<file path="src/rtl/vga_timing_monitor.sv">
// Sink-side VGA stream monitor: recovers active-pixel coordinates, measures line/frame
// timing and locks after consecutive good frames. Define VGA_FRAME_CRC_EN for per-frame CRC.
module vga_timing_monitor #(
    parameter int H_ACTIVE    = 640,
    parameter int V_ACTIVE    = 480,
    parameter int H_TOTAL     = 800,
    parameter int V_TOTAL     = 525,
    parameter int LOCK_FRAMES = 2,
    parameter int TIMEOUT     = 840000
) (
    input  logic        iVGA_CLK,
    input  logic        iRST_n,
    input  logic        iHS,
    input  logic        iVS,
    input  logic        iBLANK_n,
    input  logic [7:0]  iR,
    input  logic [7:0]  iG,
    input  logic [7:0]  iB,
    output logic        oDE,
    output logic [9:0]  oX,
    output logic [9:0]  oY,
    output logic        oFRAME_START,
    output logic        oLOCKED,
    output logic        oERR,
    output logic [10:0] oLINE_LEN,
    output logic [9:0]  oACTIVE_LINES,
    output logic [7:0]  oERR_CNT,
    output logic [15:0] oFRAME_CRC,
    output logic        oCRC_VALID
);

    typedef enum logic [1:0] {SEARCH, TRACK, LOCKED} state_t;

    function automatic logic [9:0] inc10(input logic [9:0] v);
        return (v == 10'h3FF) ? v : v + 10'd1;
    endfunction

    function automatic logic [10:0] inc11(input logic [10:0] v);
        return (v == 11'h7FF) ? v : v + 11'd1;
    endfunction

    logic hs_s1, vs_s1, blank_s1;
    logic hs_s1_d, vs_s1_d, blank_s1_d;
    logic hs_fall, vs_fall, blank_fall;

    always_ff @(posedge iVGA_CLK or negedge iRST_n) begin
        if (!iRST_n) begin
            hs_s1      <= 1'b0;
            vs_s1      <= 1'b0;
            blank_s1   <= 1'b0;
            hs_s1_d    <= 1'b0;
            vs_s1_d    <= 1'b0;
            blank_s1_d <= 1'b0;
        end else begin
            hs_s1      <= iHS;
            vs_s1      <= iVS;
            blank_s1   <= iBLANK_n;
            hs_s1_d    <= hs_s1;
            vs_s1_d    <= vs_s1;
            blank_s1_d <= blank_s1;
        end
    end

    assign hs_fall    = hs_s1_d & ~hs_s1;
    assign vs_fall    = vs_s1_d & ~vs_s1;
    assign blank_fall = blank_s1_d & ~blank_s1;

    // Coordinate recovery; the visible oX/oY only move while a pixel is being presented.
    logic [9:0] px_cnt, line_cnt, x_cur, y_cur;

    assign x_cur = hs_fall ? 10'd0 : px_cnt;
    assign y_cur = vs_fall ? 10'd0 : line_cnt;

    always_ff @(posedge iVGA_CLK or negedge iRST_n) begin
        if (!iRST_n) begin
            px_cnt   <= 10'd0;
            line_cnt <= 10'd0;
            oDE      <= 1'b0;
            oX       <= 10'd0;
            oY       <= 10'd0;
        end else begin
            oDE <= blank_s1;
            if (blank_s1) begin
                oX     <= x_cur;
                oY     <= y_cur;
                px_cnt <= inc10(x_cur);
            end else begin
                px_cnt <= x_cur;
            end
            if (vs_fall)
                line_cnt <= 10'd0;
            else if (blank_fall)
                line_cnt <= inc10(line_cnt);
        end
    end

    // The *_eff terms fold this cycle's HS/BLANK edges into the frame that a
    // coincident VS edge is about to close.
    logic [10:0] hcnt, run_cnt, hs_cnt, hs_cnt_eff;
    logic [9:0]  lines_eff;
    logic        period_bad, run_bad, period_bad_eff, run_bad_eff, frame_good;

    assign hs_cnt_eff     = hs_fall ? inc11(hs_cnt) : hs_cnt;
    assign period_bad_eff = period_bad | (hs_fall & (hcnt != 11'(H_TOTAL)));
    assign run_bad_eff    = run_bad | (blank_fall & (run_cnt != 11'(H_ACTIVE)));
    assign lines_eff      = blank_fall ? inc10(line_cnt) : line_cnt;
    assign frame_good     = !period_bad_eff && !run_bad_eff &&
                            (hs_cnt_eff == 11'(V_TOTAL)) && (lines_eff == 10'(V_ACTIVE));

    always_ff @(posedge iVGA_CLK or negedge iRST_n) begin
        if (!iRST_n) begin
            hcnt          <= 11'd0;
            run_cnt       <= 11'd0;
            hs_cnt        <= 11'd0;
            period_bad    <= 1'b0;
            run_bad       <= 1'b0;
            oLINE_LEN     <= 11'd0;
            oACTIVE_LINES <= 10'd0;
        end else begin
            if (hs_fall) begin
                oLINE_LEN <= hcnt;
                hcnt      <= 11'd1;
            end else begin
                hcnt <= inc11(hcnt);
            end
            run_cnt <= blank_s1 ? inc11(run_cnt) : 11'd0;
            if (vs_fall) begin
                hs_cnt        <= 11'd0;
                period_bad    <= 1'b0;
                run_bad       <= 1'b0;
                oACTIVE_LINES <= lines_eff;
            end else begin
                hs_cnt     <= hs_cnt_eff;
                period_bad <= period_bad_eff;
                run_bad    <= run_bad_eff;
            end
        end
    end

    // Free-running watchdog restarted by every VS edge; rearms itself after firing.
    logic [19:0] to_cnt;
    logic        to_hit;

    assign to_hit = !vs_fall && (to_cnt >= 20'(TIMEOUT));

    always_ff @(posedge iVGA_CLK or negedge iRST_n) begin
        if (!iRST_n)
            to_cnt <= 20'd0;
        else if (vs_fall)
            to_cnt <= 20'd1;
        else if (to_hit)
            to_cnt <= 20'd0;
        else
            to_cnt <= to_cnt + 20'd1;
    end

    state_t     state;
    logic [2:0] good_cnt;

    always_ff @(posedge iVGA_CLK or negedge iRST_n) begin
        if (!iRST_n) begin
            state        <= SEARCH;
            good_cnt     <= 3'd0;
            oLOCKED      <= 1'b0;
            oERR         <= 1'b0;
            oERR_CNT     <= 8'd0;
            oFRAME_START <= 1'b0;
        end else begin
            oFRAME_START <= vs_fall;
            oERR         <= 1'b0;
            if (to_hit) begin
                state    <= SEARCH;
                good_cnt <= 3'd0;
                oLOCKED  <= 1'b0;
                if (state == LOCKED) begin
                    oERR     <= 1'b1;
                    oERR_CNT <= (oERR_CNT == 8'hFF) ? oERR_CNT : oERR_CNT + 8'd1;
                end
            end else if (vs_fall) begin
                case (state)
                    SEARCH: begin
                        state    <= TRACK;
                        good_cnt <= 3'd0;
                    end
                    TRACK: begin
                        if (frame_good) begin
                            good_cnt <= good_cnt + 3'd1;
                            if (good_cnt + 3'd1 >= 3'(LOCK_FRAMES)) begin
                                state   <= LOCKED;
                                oLOCKED <= 1'b1;
                            end
                        end else begin
                            good_cnt <= 3'd0;
                        end
                    end
                    LOCKED: begin
                        if (!frame_good) begin
                            state    <= TRACK;
                            good_cnt <= 3'd0;
                            oLOCKED  <= 1'b0;
                            oERR     <= 1'b1;
                            oERR_CNT <= (oERR_CNT == 8'hFF) ? oERR_CNT : oERR_CNT + 8'd1;
                        end
                    end
                    default: begin
                        state    <= SEARCH;
                        good_cnt <= 3'd0;
                        oLOCKED  <= 1'b0;
                    end
                endcase
            end
        end
    end

`ifdef VGA_FRAME_CRC_EN
    logic [23:0] rgb_s1;
    logic [15:0] crc_run, crc_next;

    // CRC-16-CCITT, 24 data bits per step, MSB of R first.
    function automatic logic [15:0] crc24(input logic [15:0] crc_in, input logic [23:0] data);
        logic [15:0] c;
        logic        fb;
        c = crc_in;
        for (int i = 23; i >= 0; i--) begin
            fb = c[15] ^ data[i];
            c  = {c[14:0], 1'b0} ^ (fb ? 16'h1021 : 16'h0000);
        end
        return c;
    endfunction

    assign crc_next = blank_s1 ? crc24(crc_run, rgb_s1) : crc_run;

    always_ff @(posedge iVGA_CLK or negedge iRST_n) begin
        if (!iRST_n) begin
            rgb_s1     <= 24'd0;
            crc_run    <= 16'hFFFF;
            oFRAME_CRC <= 16'd0;
            oCRC_VALID <= 1'b0;
        end else begin
            rgb_s1 <= {iR, iG, iB};
            if (vs_fall) begin
                oFRAME_CRC <= crc_next;
                crc_run    <= 16'hFFFF;
                oCRC_VALID <= (state != SEARCH) && frame_good;
            end else begin
                crc_run <= crc_next;
            end
        end
    end
`else
    logic unused_rgb;
    assign unused_rgb = ^{iR, iG, iB};
    assign oFRAME_CRC = 16'd0;
    assign oCRC_VALID = 1'b0;
`endif

endmodule

</file>
<file path="config.mk">
export PLATFORM = sky130hd
export DESIGN_NAME = vga_timing_monitor
export DESIGN_NICKNAME = d
export VERILOG_FILES = /design/src/rtl/vga_timing_monitor.sv
export SDC_FILE = /design/constraint.sdc
export NUM_CORES = 1
export LEC_CHECK = 0
export ABC_AREA = 1
export BUFFER_PORTS_ARGS = -buffer_cell sky130_fd_sc_hd__buf_4
export CAP_MARGIN = 20
export CORE_MARGIN = 10
export CORE_UTILIZATION = 55
export DETAILED_ROUTE_END_ITERATION = 8
export GPL_TIMING_DRIVEN = 0
export PLACE_DENSITY_LB_ADDON = 0.05
export SYNTH_ARGS = -nofsm -noshare
export SYNTH_HDL_FRONTEND = slang
export SYNTH_SLANG_ARGS = --single-unit
</file>
<file path="constraint.sdc">
create_clock -name iVGA_CLK -period 3.9 [get_ports iVGA_CLK]
set_input_delay 0.195 -clock iVGA_CLK [delete_from_list [all_inputs] [get_ports iVGA_CLK]]
set_output_delay 0.195 -clock iVGA_CLK [all_outputs]
set_load 0.02 [all_outputs]
</file>
==> results.toml, run 1 <==
[clock_tree]
cts_max_path_buffers = 2
root_buffer = "clkbuf_16"
clk_pin_slew_ps = 60
cts_num_sinks = 138
clk_latency_ps = 420
htree_levels = 4
cts_buffers = 17
tritoncts = "built"
cts_resized = 0

[routing]
first_pass_iters = 4
drc = 0
ant_nets = 0
wl_met3_um = 826
met2_length_um = 7345
routed_wl_um = 15350
num_vias = 5599
drt_iter0_drc = 361
vias_per_cell = 5.109
routedWlPerCell_um = 14.00
wl_met1_um = 6896
top_layer = "met4"

[timing]
skew_ps = 5.343
worst_pin_slew_ps = 659.2
setup_viol = 0
drv_slew = 0
tns_ps = 0
max_freq_mhz = 339.3
min_period_over_period_pct = 75.57
slew_headroom_pct = 56.05
finalHoldViolCount = 0
rsz0062_at_grt = "no"
period_needed_ps = 2947

[setup_path]
slowest_stage = "dfrtp_1"
worstPathCellList = "inv_1, nand2_1, inv_1, buf_2, buf_1, nor2_1, ha_1, inv_1, nor3_1, nand3_1, inv_1, nand3_1, nand2_1, mux2_2"
cp-end-kind = "register"
cp.required_ps = 4210
cp_slowest_stage_delay_ps = 360
worst_ep_arrival_time_ps = 3250
rrSetupSlack_ps = 950
start_kind = "register"
cp_max_fo = 10
cp_common_cell = "inv_1"
crit_type = "register to register"

[placed_design]
port_buffers = 57
hpwl_um = 11120
gp_congestion = 0.8831
placed_area_mm2 = 0.007521

[synthesis]
syn_area_mm2 = 0.006792
synth_cell_types = 42
synth_edf_count = 0
ys.flop_type = "dfrtp_1"
synth-seq-area-share_pct = 50.85
syn_inst = 818
synthArstFlopShare_pct = 100.0
avgSynthCellArea_um2 = 8.303
ys_ff_latch = 138
yosys_warnings = 0

[cells_and_area]
antenna_cells = 0
multi_input_area_mm2 = 0.002796
design_area_mm2 = 0.008183
syn_to_final_growth_pct = 20.49
fillCellCount = 991
nets = 956
drive_gt1_share_pct = 14.76
seq_area_mm2 = 0.003453

[global_route]
grt_max_degree = 72
grtUsageTotal_pct = 18.25
grt_overflow = 0
grt_pass1_wl_um = 26520
grt_pass1_vias = 5635
grt_antenna_before_repair = 0

[pwr]
powerDensity_mw_per_mm2 = 483.7
p_leak_nw = 4.046
vdd_drop_max_mv = 0.2622

[floorplanning]
die-area_mm2 = 0.01719
ios = 99
die_h_um = 131.1
rows = 40
die_w_um = 131.1
core_region_area_mm2 = 0.01206
start_util_pct = 56.31

[status]
outcome = "finished clean"

[job]
drv_cap = 0

[min_path]
worstHoldPathType = "primary input to async pin"
[routing by layer]
metal / vias up / global-route usage [%]
met5: - / 0
met4: 0 / 7.875
met3: 25 / 5.030
met2: 118 / 29.31
met1: 2673 / 22.57
li1: 2783 / -
[Yosys cell counts, types with 2 or more instances]
| cell | number | area (um^2) |
|---|---|---|
| nand3_1 | 55 | 275.3 |
| nand2_1 | 189 | 709.4 |
| o31ai_1 | 8 | 60.06 |
| nor2_2 | 5 | 31.28 |
| nand4_1 | 16 | 100.1 |
| nand3_2 | 2 | 20.02 |
| xor2_1 | 13 | 113.9 |
| buf_4 | 17 | 127.6 |
| nor2_1 | 86 | 322.8 |
| inv_1 | 97 | 364.1 |
| dfrtp_1 | 138 | 3453 |
| nor3_1 | 27 | 135.1 |
| buf_1 | 2 | 7.510 |
| or2_2 | 2 | 12.51 |
| nor4_1 | 2 | 12.51 |
| a21oi_1 | 22 | 110.1 |
| and2_1 | 3 | 18.77 |
| a211oi_1 | 5 | 37.54 |
| o21ai_0 | 49 | 245.2 |
| nor2_4 | 2 | 22.52 |
| nand2_2 | 14 | 87.58 |
| o21ai_2 | 2 | 17.52 |
| xnor2_1 | 13 | 113.9 |
| clkbuf_1 | 16 | 60.06 |
| ha_1 | 12 | 150.1 |
| nand3b_1 | 5 | 37.54 |
[stage by stage]
step                      cells  setup WS [ps]  total power [mW]  utilization (%)  hold WS (ps)
after floorplan             834           1486             2.058                -        -100.6
after global placement     1059           1043             2.251            62.10         305.6
after detailed placement   1060           1009             2.285            62.35         253.0
after CTS                  1096          981.2             3.994            67.84         369.6
after global routing       1096          595.0             4.159            67.84         392.6
final                      1096          952.7             3.958            67.84         344.2
[path summary, 6_finish.rpt]
path | startpoint | cells past startpoint | endpoint
worst max-delay path | hs_s1$_DFF_PN0_ | 14 | px_cnt[1]$_DFF_PN0_
worst min-delay path | iRST_n | 2 | oLINE_LEN[0]$_DFFE_PN0N_
worst max register to register | hs_s1$_DFF_PN0_ | 14 | px_cnt[1]$_DFF_PN0_
worst min register to register | vs_s1$_DFF_PN0_ | 0 | vs_s1_d$_DFF_PN0_
max in group asynchronous | iRST_n | 3 | oACTIVE_LINES[6]$_DFFE_PN0P_
min in group iVGA_CLK | vs_s1$_DFF_PN0_ | 0 | vs_s1_d$_DFF_PN0_
[where the power goes]
| part | internal [mW] | total, mW | switching (mW) |
|---|---|---|---|
| combinational | 0.223 | 0.599 | 0.376 |
| sequential | 1.57 | 1.67 | 0.102 |
| clock | 1.12 | 1.69 | 0.576 |
| total | 2.90 | 3.96 | 1.05 |
[worst max-delay path: cells and delay by family, from the launching register on]
| kind | cells | cell delay [ps] |
|---|---|---|
| AND/OR/NAND/NOR | 6 | 1110 |
| flip-flops | 1 | 360 |
| multiplexers | 1 | 350 |
| buffers and inverters | 6 | 820 |
| adder cells (fa/ha/maj) | 1 | 190 |
[sequential cells by signal, indices dropped and copies added, names as in the netlist, 2 cells and up]
| signal | count |
|---|---|
| oY | 10 |
| oERR_CNT | 8 |
| hs_cnt | 11 |
| good_cnt | 3 |
| px_cnt | 10 |
| line_cnt | 10 |
| hcnt | 11 |
| run_cnt | 11 |
| to_cnt | 20 |
| oACTIVE_LINES | 10 |
| oLINE_LEN | 11 |
| oX | 10 |
| state | 2 |
[what timing repair did]
action | CTS | global route
hold endpoints to repair | 73 | 0
hold buffers | 4 | 0
buffers inserted | 0 | 0
[cell families (layout without fill, tap and decap cells)]
group,count (synthesis),in the layout,share of synthesized area [%]
DFF,138,138,50.85
adders and majority gates,12,12,2.211
and+or+nand+nor,412,412,26.92
muxes,1,1,0.1658
buffers and inverters,136,230,8.862
xor gates and xnor gates,26,26,3.353
other,1,17,0.05522
AOI/OAI and AO/OA,92,92,7.591
[layout by cell type (no fill, tap or decap), drive strengths merged, types with 3 or more instances in the layout]
cell and instances:
nand2 204, dfrtp 138, inv 98, nor2 93, buf 80, nand3 58
o21ai 52, clkbuf 40, nor3 27, a21oi 22, conb 17, nand4 16
xnor2 13, xor2 13, ha 12, o31ai 8, a211oi 5, nand3b 5
clkinv 4, bufinv 4, dlygate4sd3 4, and2 3
[cell type report]
type / instances / area share [%]
Sequential cell: 138 / 42.20
Tap cell: 168 / 2.569
Clock buffer: 24 / 5.887
Buffer: 38 / 2.829
Timing Repair Buffer: 62 / 6.101
Inverter: 98 / 4.526
Multi-Input combinational cell: 560 / 34.17
Clock inverter: 8 / 1.713
No activity file was read; power rests on OpenSTA's default activity.
==> run 2, diff against run 1 <==
- CORE_UTILIZATION: 55 -> 52
- clock period: 3.9 -> 2.5 ns (I/O delays scaled with it)
==> results.toml, run 2 (synthesized netlist as in run 1, its figures left out) <==
[status]
outcome = "finished clean"

[setup_path]
slowest_stage = "dfrtp_1"
cp.required_ps = 2810
worst_ep_arrival_time_ps = 2680
cp_slowest_stage_delay_ps = 410
cp_common_cell = "nor2_4"
crit_type = "register to register"
cp-end-kind = "register"
start_kind = "register"
worstPathCellList = "ha_2, inv_2, nor2_4, nand3_4, buf_6, nand2_1, nor2_4, nand3_1, nor2_1, nand3_2, nor2_4, nand2_2, nand2_4, inv_4, nand2_4, buf_12, o21ai_1"
cp_max_fo = 10

[clock_tree]
cts_num_sinks = 138
clk_latency_ps = 430
root_buffer = "clkbuf_16"
cts_max_path_buffers = 2
cts_buffers = 17
clk_pin_slew_ps = 60
tritoncts = "built"
htree_levels = 4

[cells_and_area]
largest-register = "to_cnt"
final_common_cell = "nand2_1"
largest_reg_flops = 20
antenna_cells = 0
multi_input_area_mm2 = 0.002887
fillCellCount = 1128
nets = 964
drive_gt1_share_pct = 18.06
seq_area_mm2 = 0.003453
layout_common_cells = "186 x nand2_1, 138 x dfrtp_1, 93 x inv_1, 81 x buf_4, 78 x nor2_1"
fin_util_pct = 65.44
syn_to_final_growth_pct = 22.59

[floorplanning]
die_h_um = 134.3
die_w_um = 134.3
start_util_pct = 53.38
rows = 41
ios = 99
die-area_mm2 = 0.01803
core_region_area_mm2 = 0.01272

[routing]
ant_nets = 0
drt_iter0_drc = 262
routed_wl_um = 15840
routedWlPerCell_um = 14.29
drc = 0
num_vias = 5694
vias_per_cell = 5.139
first_pass_iters = 5

[pwr]
combPwrFrac_pct = 16.0
p_leak_nw = 4.076
switchingPower_mw = 1.662
vdd_drop_max_mv = 0.5152
power.internal_mw = 4.384
switching_share_pct = 27.49
p_clk_share_pct = 41.0
pwr-share-seq_pct = 42.9
powerDensity_mw_per_mm2 = 726.2

[timing]
slew_headroom_pct = 61.11
min_period_over_period_pct = 94.85
finalHoldViolCount = 0
worst_pin_slew_ps = 582.8
fin_ws_ps = 128.9
rsz0062_at_grt = "yes"
skew_ps = 11.09
tns_ps = 0
period_needed_ps = 2371
max_freq_mhz = 421.7
setup_viol = 0
drv_slew = 0

[global_route]
grt_pass1_wl_um = 26840
grt_antenna_before_repair = 0
grt_overflow = 0
grt_pass1_vias = 5621
grt_max_degree = 90
grtUsageTotal_pct = 18.09

[placed_design]
gp_congestion = 0.8505
place_ws_ps = -418.2
port_buffers = 57
hpwl_um = 11220

[min_path]
worstHoldPathType = "primary input to async pin"

[job]
drv_cap = 0
[run 2: cell types whose count changed in the layout (fill, tap and decap cells not counted), sizes merged]
cell      previous run  this run
buf                 80        88
bufinv               4         2
clkbuf              40        42
clkinv               4         3
clkinvlp             0         1
[run 2: path summary, 6_finish.rpt]
path | startpoint | to | slack [ps] | depth (start not counted)
hold / removal | iRST_n | oLINE_LEN[0]$_DFFE_PN0N_ | 200 | 2
hold reg to reg | hs_s1$_DFF_PN0_ | hs_s1_d$_DFF_PN0_ | 380 | 0
max in group asynchronous | iRST_n | hcnt[5]$_DFFE_PN0P_ | 1510 | 3
min in group iVGA_CLK | iBLANK_n | blank_s1$_DFF_PN0_ | 350 | 2
setup reg to reg | line_cnt[0]$_DFF_PN0_ | oERR_CNT[2]$_DFFE_PN0P_ | 130 | 17
setup / recovery | line_cnt[0]$_DFF_PN0_ | oERR_CNT[2]$_DFFE_PN0P_ | 130 | 17
[run 2: final cells by class]
type | instances | share of cell area, %
tap | 172 | 2.585
clock inverter | 6 | 1.037
inverter | 98 | 4.448
buffer | 37 | 2.931
sequential | 138 | 41.48
clock buffer | 26 | 5.996
multi-input combinational | 560 | 34.67
timing repair buffer | 71 | 6.853
[run 2: critical path: cells and delay by family, from the launching register on]
kind / cells / cell delay, ps
adders and majority gates: 1 / 220
DFF: 1 / 410
buffers and inverters: 4 / 410
AOI/OAI and AO/OA: 1 / 60
and+or+nand+nor: 11 / 1160
[run 2: stage by stage]
stage          instances  instance area, um^2  hold slack [ps]  power [mW]
2_1_floorplan        834                 6852           -170.6       3.210
3_3_place_gp        1063                 7495            237.3       3.516
3_5_place_dp        1064                 7526            95.08       3.566
4_1_cts             1102                 8200            228.4       6.084
5_1_grt             1108                 8325            264.2       6.351
6_report            1108                 8325            204.7       6.046
[run 2: power groups by stage]
stage | clock network (mW) | registers (mW) | logic [mW]
2_1_floorplan | 0 | 2.71 | 0.503
3_3_place_gp | 0 | 2.62 | 0.896
3_5_place_dp | 0 | 2.63 | 0.934
4_1_cts | 2.53 | 2.59 | 0.959
5_1_grt | 2.63 | 2.62 | 1.10
6_report | 2.48 | 2.60 | 0.970
[run 2: timing repair]
item,in CTS,in global routing
cloned,0,0
hold endpoints to repair,52,0
buffers inserted,2,7
gates resized for setup,11,29
pin swaps,0,10
endpoints found under the setup margin,20,32
hold buffers,4,0
[run 2: per-layer routing]
metal	vias up	track usage [%]	part of all wire, %
li1	2800	-	-
met1	2769	22.24	44
met2	112	29.64	49
met3	13	5.863	5.4
met4	0	5.320	0.84
met5	-	0	0
==> run 3, diff against run 2 <==
- CORE_UTILIZATION: 52 -> 54
- CTS_BUF_LIST: unset -> sky130_fd_sc_hd__clkbuf_2 sky130_fd_sc_hd__clkbuf_4 sky130_fd_sc_hd__clkbuf_8
- CTS_CLUSTER_SIZE: unset -> 40
- PLACE_DENSITY: unset -> 0.79
- PLACE_DENSITY_LB_ADDON: 0.05 -> unset
==> results.toml, run 3 (synthesized netlist as in run 1, its figures left out) <==
[floorplanning]
die_w_um = 132.1
start_util_pct = 55.84
die_h_um = 132.1
die-area_mm2 = 0.01746
core_region_area_mm2 = 0.01216
ios = 99
rows = 40

[placed_design]
place_ws_ps = -473.3
dp_cells = 1060
hpwl_um = 10420
port_buffers = 57
gp_congestion = 0.8695
placed_area_mm2 = 0.007521

[pwr]
switchingPower_mw = 1.604
pwr-share-seq_pct = 48.4
p_clk_share_pct = 33.6
power.internal_mw = 3.744
powerDensity_mw_per_mm2 = 657.6
vdd_drop_max_mv = 0.4820
switching_share_pct = 29.99
p_leak_nw = 3.989
combPwrFrac_pct = 18.0

[cells_and_area]
largest-register = "to_cnt"
layout_common_cells = "185 x nand2_1, 138 x dfrtp_1, 93 x inv_1, 80 x buf_4, 78 x nor2_1"
final_cells = 1102
design_area_mm2 = 0.008133
largest_reg_flops = 20
syn_to_final_growth_pct = 19.75
final_common_cell = "nand2_1"
fillCellCount = 1022
nets = 963
antenna_cells = 0
drive_gt1_share_pct = 18.52

[routing]
vias_per_cell = 5.048
routed_wl_um = 14770
first_pass_iters = 4
drc = 0
ant_nets = 0
drt_iter0_drc = 427
num_vias = 5563
routedWlPerCell_um = 13.40

[setup_path]
crit_type = "register to register"
cp-end-kind = "register"
start_kind = "register"
cp.required_ps = 2880
worst_ep_arrival_time_ps = 2760
cp_max_fo = 10

[clock_tree]
clk_pin_slew_ps = 70
root_buffer = "clkbuf_8"
cts_buffers = 17
cts_max_path_buffers = 2
tritoncts = "built"
cts_num_sinks = 138
htree_levels = 4
clk_latency_ps = 450

[global_route]
grt_pass1_vias = 5301
grt_antenna_before_repair = 0
grt_overflow = 0
grt_max_degree = 76
grt_pass1_wl_um = 24990
grtUsageTotal_pct = 17.14

[timing]
finalHoldViolCount = 0
skew_ps = 14.37
max_freq_mhz = 420.2
timing.hold.ws_ps = 228.8
min_period_over_period_pct = 95.20
rsz0062_at_grt = "yes"
setup_viol = 0
worst_pin_slew_ps = 591.9
period_needed_ps = 2380
fin_ws_ps = 120.1
slew_headroom_pct = 60.54
tns_ps = 0
drv_slew = 0

[job]
drv_cap = 0

[min_path]
worstHoldPathType = "primary input to async pin"

[status]
outcome = "finished clean"
[run 3: per-layer routing]
layer	wire length (um)	up-vias	GRT usage [%]
met2	7462	86	27.99
met4	226	0	6.304
met5	0	-	0
met1	6519	2655	21.17
met3	564	24	4.688
li1	-	2798	-
[run 3: cell type report]
cell class                 count  area (um^2)  area share [%]
sequential                   138         3453           42.46
multi-input combinational    561         2920           35.91
timing repair buffer          68        544.3           6.692
inverter                      98        370.4           4.554
clock buffer                  20        269.0           3.308
buffer                        38        242.7           2.985
tap                          168        210.2           2.585
clock inverter                11        122.6           1.508
[run 3: repair_timing]
action / CTS / global route
hold buffers: 4 / 0
setup endpoints to repair: 10 / 29
endpoints found under the hold margin: 66 / 0
pin swaps: 0 / 4
buffers inserted: 2 / 4
gates cloned: 0 / 1
resized for setup: 9 / 31
[run 3: path summary, 6_finish.rpt]
check	slack (ps)	depth (start not counted)	to	start
min in group iVGA_CLK	320	2	vs_s1$_DFF_PN0_	iVS
worst max-delay path	120	18	oERR_CNT[6]$_DFFE_PN0P_	hs_cnt[0]$_DFF_PN0_
max in group asynchronous	1500	3	oERR_CNT[5]$_DFFE_PN0P_	iRST_n
worst min-delay path	230	2	oLINE_LEN[8]$_DFFE_PN0N_	iRST_n
worst max register to register	120	18	oERR_CNT[6]$_DFFE_PN0P_	hs_cnt[0]$_DFF_PN0_
worst min register to register	380	0	hs_s1_d$_DFF_PN0_	hs_s1$_DFF_PN0_
[run 3: worst max-delay path, cell delays in order (launching register included)]
cell,delay [ps]
dfrtp_1,390
ha_2,220
inv_1,70
nor2_2,140
nand3_2,140
nand2_1,100
nand2_1,50
nand2_1,80
nand3_1,100
nor2_2,140
nand3_1,140
nor2_4,200
nand2_2,70
nand2_2,90
inv_4,60
nand2_4,70
buf_12,140
nand2_2,50
o21ai_2,50
[run 3: per-stage QoR]
stage	power (mW)	utilization, %
4_1_cts	5.351	65.69
6_report	5.349	66.87
3_5_place_dp	3.545	61.84
3_3_place_gp	3.516	61.58
2_1_floorplan	3.210	-
5_1_grt	5.624	66.87
[run 3: power by group through the flow]
stage               logic (mW)  registers, mW  clock network [mW]
finish                   0.963           2.59                1.80
global route              1.09           2.62                1.92
CTS                      0.940           2.59                1.82
detailed placement       0.918           2.63                   0
global placement         0.892           2.62                   0
floorplan                0.503           2.71                   0
